## src/rtl/cv32e40p_ascon_ks_scheduler.sv

```systemverilog
// Purpose: schedules one ASCON keystream word per prefetch FIFO slot and decrypts the FIFO head.
// Latency: a push gives perm_req_o on the next cycle; a done gives plaintext for the head in that same cycle (bypass).
// Backpressure: the request is held stable until perm_gnt_i; plain_valid_o low stalls the IF stage.
module cv32e40p_ascon_ks_scheduler #(
    parameter int FIFO_DEPTH      = 2,
    parameter int FIFO_ADDR_DEPTH = 1
) (
    input  logic                       clk,
    input  logic                       rst_n,
    input  logic                       fifo_push_i,
    input  logic [FIFO_ADDR_DEPTH-1:0] fifo_write_pointer_i,
    input  logic [31:0]                push_addr_i,
    input  logic                       fifo_pop_i,
    input  logic [FIFO_ADDR_DEPTH-1:0] fifo_read_pointer_i,
    input  logic                       fifo_valid_i,
    input  logic                       flush_i,
    input  logic [31:0]                cipher_rdata_i,
    output logic [31:0]                plain_rdata_o,
    output logic                       plain_valid_o,
    output logic                       perm_req_o,
    output logic [31:0]                perm_nonce_o,
    input  logic                       perm_gnt_i,
    input  logic                       perm_done_i,
    input  logic [31:0]                perm_keystream_i,
    output logic                       busy_o,
    output logic                       protocol_err_o
);

    typedef enum logic [1:0] {S_IDLE, S_REQ, S_WAIT, S_DRAIN} state_t;

    localparam logic [FIFO_ADDR_DEPTH-1:0] LAST_IDX = FIFO_ADDR_DEPTH'(FIFO_DEPTH - 1);

    state_t                     state;
    logic [FIFO_ADDR_DEPTH-1:0] cur;
    logic [FIFO_DEPTH-1:0]      pending;
    logic [FIFO_DEPTH-1:0]      ready;
    logic [31:0]                addr [FIFO_DEPTH];
    logic [31:0]                ks   [FIFO_DEPTH];

    logic [FIFO_DEPTH-1:0]      push_hit;
    logic [FIFO_DEPTH-1:0]      pend_eff;
    logic                       rp_ok;
    logic                       wp_ok;
    logic [FIFO_ADDR_DEPTH-1:0] rp_safe;
    logic                       sel_vld;
    logic [FIFO_ADDR_DEPTH-1:0] sel_idx;
    logic [FIFO_ADDR_DEPTH-1:0] scan_idx;
    logic                       done_commit;
    logic                       bypass;
    logic                       head_ready;

    // Pointers beyond FIFO_DEPTH (non-power-of-2 depth) never address a slot.
    assign rp_ok   = 32'(fifo_read_pointer_i) < 32'(FIFO_DEPTH);
    assign wp_ok   = 32'(fifo_write_pointer_i) < 32'(FIFO_DEPTH);
    assign rp_safe = rp_ok ? fifo_read_pointer_i : '0;

    assign done_commit = (state == S_WAIT) && perm_done_i && !flush_i;
    assign bypass      = done_commit && rp_ok && (cur == fifo_read_pointer_i);
    assign head_ready  = rp_ok && ready[rp_safe];

    // One-hot of the slot being pushed; a same-cycle push counts as pending so IDLE can react at once.
    always_comb begin
        push_hit = '0;
        for (int i = 0; i < FIFO_DEPTH; i++) begin
            push_hit[i] = fifo_push_i && wp_ok && (32'(fifo_write_pointer_i) == 32'(i));
        end
        pend_eff = (pending & ~{FIFO_DEPTH{flush_i}}) | push_hit;
    end

    // Oldest-first pick: first pending slot at or after the read pointer, wrapping.
    always_comb begin
        sel_vld  = 1'b0;
        sel_idx  = '0;
        scan_idx = rp_safe;
        for (int k = 0; k < FIFO_DEPTH; k++) begin
            if (!sel_vld && pend_eff[scan_idx]) begin
                sel_vld = 1'b1;
                sel_idx = scan_idx;
            end
            scan_idx = (scan_idx == LAST_IDX) ? '0 : scan_idx + 1'b1;
        end
    end

    // Head decryption, with the engine result forwarded in its done cycle.
    assign plain_valid_o = (fifo_valid_i && head_ready) || bypass;
    assign plain_rdata_o = cipher_rdata_i ^ (bypass ? perm_keystream_i : ks[rp_safe]);
    assign busy_o        = (state != S_IDLE) || (|pending);

    // Engine handshake sequencer; a flush after grant must drain the in-flight result.
    always_ff @(posedge clk) begin
        if (!rst_n) begin
            state        <= S_IDLE;
            cur          <= '0;
            perm_req_o   <= 1'b0;
            perm_nonce_o <= '0;
        end else begin
            case (state)
                S_IDLE: begin
                    if (sel_vld) begin
                        state        <= S_REQ;
                        cur          <= sel_idx;
                        perm_req_o   <= 1'b1;
                        perm_nonce_o <= push_hit[sel_idx] ? push_addr_i : addr[sel_idx];
                    end
                end
                S_REQ: begin
                    if (perm_gnt_i) begin
                        perm_req_o <= 1'b0;
                        state      <= flush_i ? S_DRAIN : S_WAIT;
                    end else if (flush_i) begin
                        perm_req_o <= 1'b0;
                        state      <= S_IDLE;
                    end
                end
                S_WAIT: begin
                    if (perm_done_i) begin
                        state <= S_IDLE;
                    end else if (flush_i) begin
                        state <= S_DRAIN;
                    end
                end
                S_DRAIN: begin
                    if (perm_done_i) begin
                        state <= S_IDLE;
                    end
                end
                default: state <= S_IDLE;
            endcase
        end
    end

    // Slot bookkeeping: flush, then result commit, then pop, then push (the push wins its slot).
    always_ff @(posedge clk) begin
        if (!rst_n) begin
            pending <= '0;
            ready   <= '0;
            for (int i = 0; i < FIFO_DEPTH; i++) begin
                addr[i] <= '0;
                ks[i]   <= '0;
            end
        end else begin
            if (flush_i) begin
                pending <= '0;
                ready   <= '0;
            end
            if (done_commit) begin
                pending[cur] <= 1'b0;
                ready[cur]   <= 1'b1;
                ks[cur]      <= perm_keystream_i;
            end
            if (fifo_pop_i && rp_ok) begin
                ready[rp_safe] <= 1'b0;
            end
            for (int i = 0; i < FIFO_DEPTH; i++) begin
                if (push_hit[i]) begin
                    pending[i] <= 1'b1;
                    ready[i]   <= 1'b0;
                    addr[i]    <= push_addr_i;
                end
            end
        end
    end

    // Sticky flag: the IF stage consumed a slot whose keystream was not available.
    always_ff @(posedge clk) begin
        if (!rst_n) begin
            protocol_err_o <= 1'b0;
        end else if (fifo_pop_i && !head_ready && !bypass) begin
            protocol_err_o <= 1'b1;
        end
    end

endmodule

```

## config.mk

```make
export PLATFORM = sky130hd
export DESIGN_NAME = cv32e40p_ascon_ks_scheduler
export DESIGN_NICKNAME = d
export VERILOG_FILES = /design/src/rtl/cv32e40p_ascon_ks_scheduler.sv
export SDC_FILE = /design/constraint.sdc
export NUM_CORES = 1
export LEC_CHECK = 0
export CORE_MARGIN = 3
export CORE_UTILIZATION = 41
export DETAILED_ROUTE_END_ITERATION = 10
export GPL_TIMING_DRIVEN = 0
export PLACE_DENSITY = 0.67
export SYNTH_ARGS = -nofsm -noshare
export SYNTH_HDL_FRONTEND = slang
export SYNTH_SLANG_ARGS = --single-unit
```

## constraint.sdc

```tcl
create_clock -name clk -period 4.7 [get_ports clk]
set_input_delay 0.94 -clock clk [delete_from_list [all_inputs] [get_ports clk]]
set_output_delay 0.94 -clock clk [all_outputs]
set_load 0.02 [all_outputs]
```

* After elaboration in Yosys (flattened, before gate mapping)
Memory sizes are Yosys's and may differ from the RTL's.
Index checks and enable logic that the tools add are counted.
** Operators by class
- Multiplexer cells :: 56
- Add/subtract/negate cells :: 1
- Div/mod/pow operators :: 0
- Equal/unequal tests :: 8
- Multipliers :: 0
- Bitwise gates (word level) :: 13
- Reduce and logical (&&, ||, !) cells :: 27
- $lt $le $gt $ge :: 6
- Shift-type cells :: 0
** Operators with widths (count)
- 2-to-1 mux 32 bit :: 5
- 2-to-1 mux 1 bit :: 33
- OR reduction 32 bit :: 1
- bitwise XOR 32 bit :: 1
- 2-to-1 mux 2 bit :: 14
- logical AND 1 bit :: 11
- less-than comparator 1 x 2 -> 1 bit (second input constant) :: 4
- one-hot mux 2 bit (4 select lines) :: 1
- AND 2 bit :: 3
- != test 3 bit (second input constant) :: 2
- inverter 2 bit :: 3
- OR reduction 2 bit :: 3
- == test 2 bit (second input constant) :: 2
- logical NOT 1 bit :: 4
- != test 2 bit (second input constant) :: 2
- bitwise OR 2 bit :: 2
- AND reduction 4 bit :: 1
- nonzero test 2 bit :: 2
- AND reduction 3 bit :: 1
- demux 1 bit (select 1 bit) :: 2
- == test 2 x 1 -> 1 bit (second input constant) :: 1
- >= comparator 1 bit (second input constant) :: 2
- logical NOT 2 bit :: 1
- logical OR 1 bit :: 2
- other kinds (6) :: 8
** Storage, ports and cells
- Memory bits (writable) :: 128
- Output and inout port bits :: 68
- ROM bits :: 0
- Bits in latches :: 0
- Memories kept :: 2
- Logic and storage cells :: 121
- Flip-flop bits (word level) :: 41
** Memories
- addr :: depth 2, width 32, read ports 1, clocked after memory_dff 0, write ports 2, RTL line 37 : logic [31:0] addr [FIFO_DEPTH];
- ks :: depth 2, width 32, read ports 1, clocked after memory_dff 0, write ports 2, RTL line 38 : logic [31:0] ks [FIFO_DEPTH];

* Logic depth before layout (Yosys ltp)
- Depth in word-level cells :: 12
- Depth in mapped cells :: 8
- Depth with buffers taken out :: 5

* Worst setup path before layout
Ideal clock, no wire load.
- Path kind :: input-to-reg
- Start :: input port perm_done_i
- End :: memory ks[1][0], enable pin
- Setup time :: 0.466 ns
- Required time :: 4.234 ns
- Arrival :: 3.475 ns
- Path slack :: 0.760 ns
- Path buffers :: 0
- Cell stages on the path :: 3
- Cell sequence :: and3b_1 -> nand2_1 -> o21ai_0
** RTL lines
- start: declaration :: RTL line 23 : input logic perm_done_i,
- end: declaration :: RTL line 38

* Worst setup path in the final report
- Start :: input port perm_done_i
- End :: output port plain_rdata_o[3]
** On the way
- Cells in the longest elaborated chain, start to end :: 5
** RTL lines
- logical AND 1 bit (2 in a row) :: RTL line 57 : assign done_commit = (state == S_WAIT) && perm_done_i && !flush_i;
- logical AND 1 bit :: RTL line 58 : assign bypass = done_commit && rp_ok && (cur == fifo_read_pointer_i);
- 2-to-1 mux 32 bit :: RTL line 86 : assign plain_rdata_o = cipher_rdata_i ^ (bypass ? perm_keystream_i : ks[rp_safe]);
- bitwise XOR 32 bit :: RTL line 86
- end: declaration :: RTL line 18 : output logic [31:0] plain_rdata_o,
Every way passes these cells.

==> results.txt <==
status: finished, final reports clean
Post-synth EDFFs: 128
final non-filler cell area: 0.0102 mm2
CTS Hold Bufs: 0
Hold Fails Final Rpt: 0
DIE WIDTH: 142 um
Critical Path AT: 3.32 ns
LEAKAGE: 3.98 nW
initial antenna violation count: 1
setup repair bufs after CTS: 0
Slew headroom: 40.5%
first-pass GRT wire length: 27.6 mm
Comb power frac: 16.5%
gpl congestion: 0.767
fin nets: 895
prevailing post-synth register cell: edfxtp_1
placed cell area: 0.00963 mm2
drt drc: 0
Worst EP required: 3.76 ns
most frequent cells in the layout: clkdlybuf4s50_1 (172), edfxtp_1 (128), and2_1 (67), mux2i_1 (65)
slowest stage delay, CP: 0.63 ns
area grow syn2layout: 34.5%
R2R Path Start: state[0]
final worst path period need: 4.26 ns
cell count after placement: 999
register bit total from synthesis: 169
leading area contributor after synthesis: edfxtp_1
top layer in use: met5
CTS Buf Count: 17
DR vias/cell: 5.09
cell repeated most along the worst path: clkdlybuf4s50_1
Syn. warnings: 0
Clock H-tree levels: 4
Core Area: 0.0181 mm2
Setup crit end kind: output port
drt total wl: 17.4 mm
crit path from: perm_done_i
clock tree buffer depth: 2
kind of critical path: in2out
I/O Pins: 174
sequential fraction of the synthesis area: 61.5%
GRT Resource Usage Total: 17.4%
metal3 WL: 1.01 mm
Initial Utilization: 41.9%
Max Cap Violations: 0
I/O Buffers: 172
ratio of cells with drive above 1 in the final layout: 10.3%
DR WL/cell: 16.9 um
1st-iter DRT viols: 286
P_sw: 947 uW
Slew @ Worst Pin: 0.893 ns
Final Max Slew Viols: 0
global route overflow: 0
Netlist cell types: 38
HPWL Detailed: 12.4 mm
unrepaired setup endpoints after global routing: no
Finished Layout Cells: 1031
total power: 3.72 mW
length of routed met2 wiring: 8.60 mm
vias in the first global route: 5460
worst hold-check path type: reg2reg
top area cells in the synthesized netlist: edfxtp_1 (51%), dfxtp_1 (11%), mux2i_1 (8.6%), and2_1 (5.5%), xnor2_1 (3.8%)
asr flop ratio synth: 0%
internal power: 2.77 mW
Die H: 142 um
Syn Area/Cell: 12.7 um2
Clk pwr share: 36.1%
Syn Std Cell Area: 0.00759 mm2
root buf cell: clkbuf_16
crit start category: input port
TritonCTS clock tree: yes
Fmax: 235 MHz
remaining antenna violation count: 0
Syn Inst Count: 597
# diodes: 0
clock sink count: 169
latest clock arrival within the worst-skew pair: 0.42 ns
Fin Setup TNS: 0 ns
Post-Route M1 WL: 7.64 mm
worst-path cell chain: clkdlybuf4s50_1 -> nand3b_4 -> or3_4 -> clkbuf_1 -> o21ai_1 -> xnor2_1 -> clkdlybuf4s50_1
area share of the leading cell type in the synthesized netlist: 50.7%
peak supply drop: 0.261 mV
sw frac: 25.5%
worst-path maximum fanout: 10
Worst Hold Launch: perm_nonce_o[31]
Power per Cell Area: 364 mW/mm2
final clock skew: 0.0163 ns
Rows: 49
via count: 5244
largest net degree at the start of global routing: 33
syn nets: 703
die area: 0.0202 mm2
# resized after CTS: 0
DRT Pass-1 Iters: 5
CP max-delay cell: clkdlybuf4s50_1
register share of total power: 47.4%
Final setup viols: 0
most common cell after layout, fill and taps aside: clkdlybuf4s50_1
Final Cycle Share: 90.7%
Reg clk slew, reported paths: 0.07 ns
## synth_stat cells (all sizes together) (3+ instances only)
| library cell | instances |
|---|---|
| clkbuf | 22 |
| buf | 19 |
| nand3b | 3 |
| nand2b | 6 |
| a21oi | 4 |
| and3 | 32 |
| edfxtp | 128 |
| nor2 | 11 |
| a22oi | 32 |
| nand2 | 42 |
| dfxtp | 41 |
| nor2b | 3 |
| and2 | 67 |
| mux2i | 65 |
| xnor2 | 33 |
| o21ai | 71 |
## registers in the layout, summed over array words and instances (netlist names)
name and cells:
addr 64, ks 64, perm_nonce_o 32, pending 2, ready 2, state 2, cur 1, perm_req_o 1
protocol_err_o 1
## worst max-delay path, delay by kind of cell
family | cells | cell delay, ns
buffers and inverters | 3 | 1.46
and+or+nand+nor | 2 | 0.50
AOI/OAI and AO/OA | 1 | 0.26
xor gates and xnor gates | 1 | 0.15
## metrics by stage
| step | util [%] | hold slack, ns | worst slack [ns] |
|---|---|---|---|
| 3_5_place_dp | 53.3 | 0.465 | 0.420 |
| 5_1_grt | 56.4 | 0.504 | 0.299 |
| 2_1_floorplan | - | 0.472 | 0.760 |
| 6_report | 56.4 | 0.482 | 0.439 |
| 4_1_cts | 56.4 | 0.484 | 0.415 |
| 3_3_place_gp | 53.0 | 0.459 | -1.28 |
## metal layers
metal	GRT usage, %	up-vias
met5	0	-
met4	4.80	2
met3	5.28	9
met2	29.1	160
met1	22.0	2508
li1	-	2565
## cell families after synthesis
group	Yosys count	share of synthesized area, %
xor gates and xnor gates	34	3.93
buffers and inverters	42	3.07
muxes	66	8.72
and+or+nand+nor	171	12.7
AOI/OAI and AO/OA	115	10.1
DFF	169	61.5
## power by group through the flow
stage,logic (mW),registers (mW),clock network [mW]
floorplan,0.268,1.83,0
global placement,0.607,1.79,0
detailed placement,0.616,1.79,0
CTS,0.619,1.76,1.37
global route,0.658,1.77,1.43
finish,0.613,1.76,1.34
## path summary, 6_finish.rpt
check                      to  slack (ns)  depth (start not counted)
max          plain_rdata_o[3]        0.44                          7
min          perm_nonce_o[31]        0.48                          2
max reg2reg         ks[0][21]        2.34                          4
min reg2reg  perm_nonce_o[31]        0.48                          2
## cell type report
type | count | area, um2
sequential | 169 | 4660
timing repair buffer | 173 | 1740
multi-input combinational | 386 | 2710
tap | 229 | 287
fill | 1468 | 7890
clock buffer | 18 | 429
inverter | 1 | 3.75
clock inverter | 14 | 138
buffer | 41 | 229
No activity file was read; power rests on OpenSTA's default activity.
